File: config.mk
export PLATFORM = sky130hd
export DESIGN_NAME = unpack_s3
export DESIGN_NICKNAME = d
export VERILOG_FILES = /design/src/rtl/s3_pkg.sv /design/src/rtl/bit8_to_trit5.sv /design/src/rtl/unpack_s3.sv
export SDC_FILE = /design/constraint.sdc
export NUM_CORES = 2
export LEC_CHECK = 0
export CORE_AREA = 2 2 453 455
export DETAILED_ROUTE_END_ITERATION = 8
export DIE_AREA = 0 0 455 457
export SLEW_MARGIN = 20
export SYNTH_ARGS = -nofsm -noshare
export SYNTH_HDL_FRONTEND = slang
export SYNTH_HIERARCHICAL = 1
export SYNTH_SLANG_ARGS = --single-unit
File: constraint.sdc
create_clock -name clk -period 17.67 [get_ports clk]
set_input_delay 2.6505 -clock clk [delete_from_list [all_inputs] [get_ports clk]]
set_output_delay 2.6505 -clock clk [all_outputs]
set_load 0.05 [all_outputs]
File: src/rtl/s3_pkg.sv
// Shared definitions for S3 (ternary) polynomial packing and unpacking.
package s3_pkg;

   // 2-bit trit codes; 2'b11 is never produced
   localparam logic [1:0] TRIT_ZERO   = 2'b00;
   localparam logic [1:0] TRIT_ONE    = 2'b01;
   localparam logic [1:0] TRIT_MINUS1 = 2'b10;

   localparam int TRIT_BITS       = 2;
   localparam int TRITS_PER_BYTE  = 5;
   localparam int MAX_PACKED_BYTE = 242;   // 3^5 - 1

   // One decoded byte and one output beat (two bytes)
   localparam int BYTE_TRIT_BITS = TRIT_BITS * TRITS_PER_BYTE;
   localparam int BEAT_BITS      = 2 * BYTE_TRIT_BITS;

   typedef enum logic [1:0] {
      ST_IDLE  = 2'd0,
      ST_RUN   = 2'd1,
      ST_FLUSH = 2'd2
   } state_t;

endpackage

File: src/rtl/bit8_to_trit5.sv
// Combinational base-3 decode of one packed byte into five 2-bit trit codes.
// Bytes above 242 cannot come from the packer; they decode to all-zero trits
// and raise the invalid flag.
module bit8_to_trit5
   import s3_pkg::*;
(
   input  logic [7:0]                byte_in,
   output logic [BYTE_TRIT_BITS-1:0] trits_out,
   output logic                      invalid
);

   // quot[i] is byte_in / 3^i; its remainder mod 3 is trit i
   logic [TRITS_PER_BYTE-1:0][7:0]  quot;
   logic [BYTE_TRIT_BITS-1:0]       raw_trits;

   assign quot[0] = byte_in;

   genvar gi;
   generate
      for (gi = 0; gi < TRITS_PER_BYTE; gi++) begin : g_digit
         logic [1:0] rem;
         assign rem = 2'(quot[gi] % 8'd3);
         assign raw_trits[gi*TRIT_BITS +: TRIT_BITS] =
            (rem == 2'd2) ? TRIT_MINUS1 :
            (rem == 2'd1) ? TRIT_ONE    : TRIT_ZERO;
         if (gi < TRITS_PER_BYTE - 1) begin : g_next
            assign quot[gi+1] = quot[gi] / 8'd3;
         end
      end
   endgenerate

   assign invalid   = (byte_in > 8'(MAX_PACKED_BYTE));
   assign trits_out = invalid ? '0 : raw_trits;

endmodule

File: src/rtl/unpack_s3.sv
// Streams a packed S3 polynomial out as 20-bit beats of 10 trit codes.
// The whole packed vector is latched on start; beat 0 is decoded straight
// from the input so it is valid the cycle after start, later beats come
// from a shift register that drops 16 bits per loaded beat.
module unpack_s3
   import s3_pkg::*;
#(
   parameter int PACKED_BYTES = 140
)(
   input  logic                      clk,
   input  logic                      rst,
   input  logic                      start,
   input  logic [8*PACKED_BYTES-1:0] packed_vec,
   output logic [BEAT_BITS-1:0]      trits,
   output logic                      valid,
   input  logic                      ready,
   output logic                      last,
   output logic                      busy,
   output logic                      done,
   output logic                      err
);

   localparam int BEATS = PACKED_BYTES / 2;
   localparam int CNT_W = (BEATS > 1) ? $clog2(BEATS) : 1;
   localparam int VEC_W = 8 * PACKED_BYTES;
   localparam logic [CNT_W-1:0] LAST_CNT = CNT_W'(BEATS - 1);

   state_t                 state_q, state_d;
   logic [VEC_W-1:0]       shift_q, shift_d;
   logic [CNT_W-1:0]       cnt_q, cnt_d;
   logic [BEAT_BITS-1:0]   trits_q, trits_d;
   logic                   valid_q, valid_d;
   logic                   last_q, last_d;
   logic                   err_q, err_d;

   logic [15:0]               dec_in;
   logic [BYTE_TRIT_BITS-1:0] dec_trits [2];
   logic [1:0]                dec_inv;
   logic [BEAT_BITS-1:0]      dec_beat;
   logic [CNT_W-1:0]          cnt_inc;

   // In IDLE the first beat is taken directly from the input vector
   assign dec_in   = (state_q == ST_IDLE) ? packed_vec[15:0] : shift_q[15:0];
   assign dec_beat = {dec_trits[1], dec_trits[0]};
   assign cnt_inc  = cnt_q + CNT_W'(1);

   genvar gi;
   generate
      for (gi = 0; gi < 2; gi++) begin : g_dec
         bit8_to_trit5 u_dec (
            .byte_in   (dec_in[gi*8 +: 8]),
            .trits_out (dec_trits[gi]),
            .invalid   (dec_inv[gi])
         );
      end
   endgenerate

   // Next-state, beat loading and error tracking
   always_comb begin
      state_d = state_q;
      shift_d = shift_q;
      cnt_d   = cnt_q;
      trits_d = trits_q;
      valid_d = valid_q;
      last_d  = last_q;
      err_d   = err_q;
      unique case (state_q)
         ST_IDLE: begin
            if (start) begin
               state_d = ST_RUN;
               shift_d = packed_vec >> 16;
               cnt_d   = '0;
               trits_d = dec_beat;
               valid_d = 1'b1;
               last_d  = (LAST_CNT == '0);
               err_d   = |dec_inv;
            end
         end
         ST_RUN: begin
            if (!valid_q || ready) begin
               if (valid_q && last_q) begin
                  state_d = ST_FLUSH;
                  valid_d = 1'b0;
                  last_d  = 1'b0;
               end else begin
                  shift_d = shift_q >> 16;
                  cnt_d   = cnt_inc;
                  trits_d = dec_beat;
                  valid_d = 1'b1;
                  last_d  = (cnt_inc == LAST_CNT);
                  err_d   = err_q | (|dec_inv);
               end
            end
         end
         ST_FLUSH: begin
            state_d = ST_IDLE;
         end
         default: begin
            state_d = ST_IDLE;
         end
      endcase
   end

   // State and datapath registers with asynchronous active-low reset
   always_ff @(posedge clk or negedge rst) begin
      if (!rst) begin
         state_q <= ST_IDLE;
         shift_q <= '0;
         cnt_q   <= '0;
         trits_q <= '0;
         valid_q <= 1'b0;
         last_q  <= 1'b0;
         err_q   <= 1'b0;
      end else begin
         state_q <= state_d;
         shift_q <= shift_d;
         cnt_q   <= cnt_d;
         trits_q <= trits_d;
         valid_q <= valid_d;
         last_q  <= last_d;
         err_q   <= err_d;
      end
   end

   assign trits = trits_q;
   assign valid = valid_q;
   assign last  = last_q;
   assign err   = err_q;
   assign busy  = (state_q == ST_RUN);
   assign done  = (state_q == ST_FLUSH);

endmodule

==> out/metrics.cfg <==
[final_layout]
num-nets-final=8994
layout.cells.non_filler=10692
regArea_um2=28430
fill_cells=21120
area_growth_pct=31.37
drive_gt1_share_pct=4.602
multi_input_area_um2=25400

[die]
coreArea_um2=203300
start_util_pct=27.89
fp.dieW_um=455
row_count=166
fp.dieH_um=457
ios=1149
dieArea_um2=207900

[place]
gp_congestion=0.9289
pre_cts_ws_ns=0.9642
numPortBuffers=1148
dp.cells=10366
dp_hpwl_um=182800

[yosys]
avgSynthCellArea_um2=8.077
synth_top_cells_by_area=dfrtp_1 (50%), nand2_1 (15%), a31oi_1 (12%)
synth.most_common_cell=nand2_1
syn_nets=8191
synth_edf_count=0
syn_inst=7021
ys_warn_count=6
yosys.area.top_type=dfrtp_1
ys_ff_latch=1136
synth_area_um2=56710
synth_flop_cell=dfrtp_1
ys_seq_area_share_pct=50.13
yosys-top-cells-count=nand2_1 (2,324), nor2_1 (1,162), dfrtp_1 (1,136)
synth_top_cell_area_share_pct=50.13
synth.distinct_cells=119
async_reset_ff_share_pct=100.0

[worst_setup_path]
crit_path_end_kind=flop
max_stage_delay_ns=0.67
cp_common_cell=ha_1
worst_setup_path_start_kind=primary input
critical_path_class=primary input to flop
worst_path_max_delay_cell=or4b_2
cp.required_ns=18.34
worst-endpoint-arrival_ns=16.68
cp_max_fo=30

[detailed_routing]
avgRoutedWirePerCell_um=22.95
postRouteAntennaNets=0
wl_um=245400
firstDrtPassIters=7
routed-via-count=54242
drt_iter0_drc=5290
via_per_inst=5.073
drc=0

[global_route]
grt_max_degree=266
antenna_found_initial=111
grt_usage_pct=22.77
gr-total-overflow=0
grt_pass1_vias=52059
grt_pass1_wl_um=351900

[timing]
tightestPinTransition_ns=1.155
skew_ns=0.03666
rsz0062_at_grt=no
post-route-period-util_pct=90.64
fmax_mhz=62.44
fin_ws_ns=1.655
finalHoldViolCount=0
maxSlewViolCount=0
setup-violations-final=0
period_needed_ns=16.02
slew_headroom_pct=23.02
finalSetupTns_ns=0

[pwr]
p_clk_share_pct=28.0
p_seq_share_pct=31.7
p_int_uw=6527
powerDensity_nw_per_um2=143.1
pwr-share-comb_pct=40.3
power_switching_uw=4137
switching_share_pct=38.80
vdd_drop_max_uv=162.2
cellLeakagePower_uw=0.03115

[clock_tree]
cts_max_path_buffers=3
insertion_delay_ns=0.80
path_clk_slew_ns=0.06
postCtsSetupBuffers=0
cts_root_buf=clkbuf_16
numCtsBuffers=141
clkSinkCount=1136
postCtsHoldBufs=0
htree_levels=4
cts_tree=done
ctsResizeCount=0

[min_path]
hp-class=flop to flop

[job]
drv_cap=0

[run_status]
outcome=complete, no violations

## sequential cells by signal, indices dropped and copies added, names as in the netlist
signal	count
trits	20
valid	1
state_q	2
shift_q	1104
cnt_q	7
err	1
last	1
## placed cells by master (no fill, tap or decap), types with 33 or more instances in the layout
cell	count
a21oi_1	60
dfrtp_1	1136
nor2_1	1162
nor3_1	33
clkbuf_16	142
a31oi_1	1102
buf_4	47
diode_2	73
nand2_1	2324
clkbuf_1	38
o21ai_0	54
clkdlybuf4s50_1	1147
inv_1	51
nand3_1	33
ha_1	46
## kinds of logic (layout without fill, tap and decap cells)
kind of cell,Yosys count,count (layout),synth area share (%)
adder cells (fa/ha/maj),48,48,1.050
buffers and inverters,608,1518,5.097
flip-flops,1136,1136,50.13
other,0,73,0
AO/OA/AOI/OAI,1441,1441,16.67
multiplexers,27,27,0.5229
AND/OR/NAND/NOR,3734,3734,26.07
XOR/XNOR,27,27,0.4567
## area by class of cell
| type | count | share of cell area (%) |
|---|---|---|
| clock inverter | 44 | 0.8885 |
| tap | 2688 | 4.515 |
| sequential | 1136 | 38.16 |
| inverter | 58 | 0.3057 |
| clock buffer | 206 | 5.442 |
| antenna | 73 | 0.2452 |
| multi-input combinational | 5277 | 34.10 |
| timing repair buffer | 1210 | 16.35 |
## critical path: cells and delay by family
family | cells | cell delay [ns]
AO/OA/AOI/OAI | 19 | 4.56
AND/OR/NAND/NOR | 17 | 4.22
adder cells (fa/ha/maj) | 8 | 2.38
multiplexers | 4 | 1.11
buffers and inverters | 5 | 1.07
XOR/XNOR | 3 | 0.64
## stage by stage
stage / cell area (um2) / total power [uW] / util (%) / hold slack, ns
after floorplan: 56710 / 6363 / - / 0.4709
after global placement: 69520 / 7644 / 34.19 / 0.4616
after detailed placement: 69520 / 7676 / 34.19 / 0.4617
after CTS: 74230 / 10730 / 36.51 / 0.4759
after global routing: 74430 / 11390 / 36.60 / 0.4953
final: 74500 / 10660 / 36.64 / 0.4716
## per-layer routing
layer	global-route usage (%)	vias up	share of wire [%]
met2	36.48	1743	46
li1	-	25518	-
met1	28.98	26543	41
met5	0	-	0.16
met3	6.063	380	8.0
met4	9.119	58	3.8
## path summary, 6_finish.rpt
check,start,endpoint,slack [ns],cells past startpoint
max reg2reg,state_q[0],trits[19],2.51,56
min reg2reg,trits[0],trits[0],0.47,2
max,packed_vec[15],trits[19],1.65,56
min in group asynchronous,rst,shift_q[257],1.82,1
min,trits[0],trits[0],0.47,2
max in group asynchronous,rst,shift_q[1034],12.62,4
## power groups by stage
stage                     sequential [uW]  clock (uW)  combinational (uW)
after floorplan                      3340           0                3020
after global placement               3410           0                4240
after detailed placement             3420           0                4250
after CTS                            3380        3070                4280
after global routing                 3440        3170                4790
final                                3380        2990                4290
Note: power is estimated with default switching activity, not from simulation.
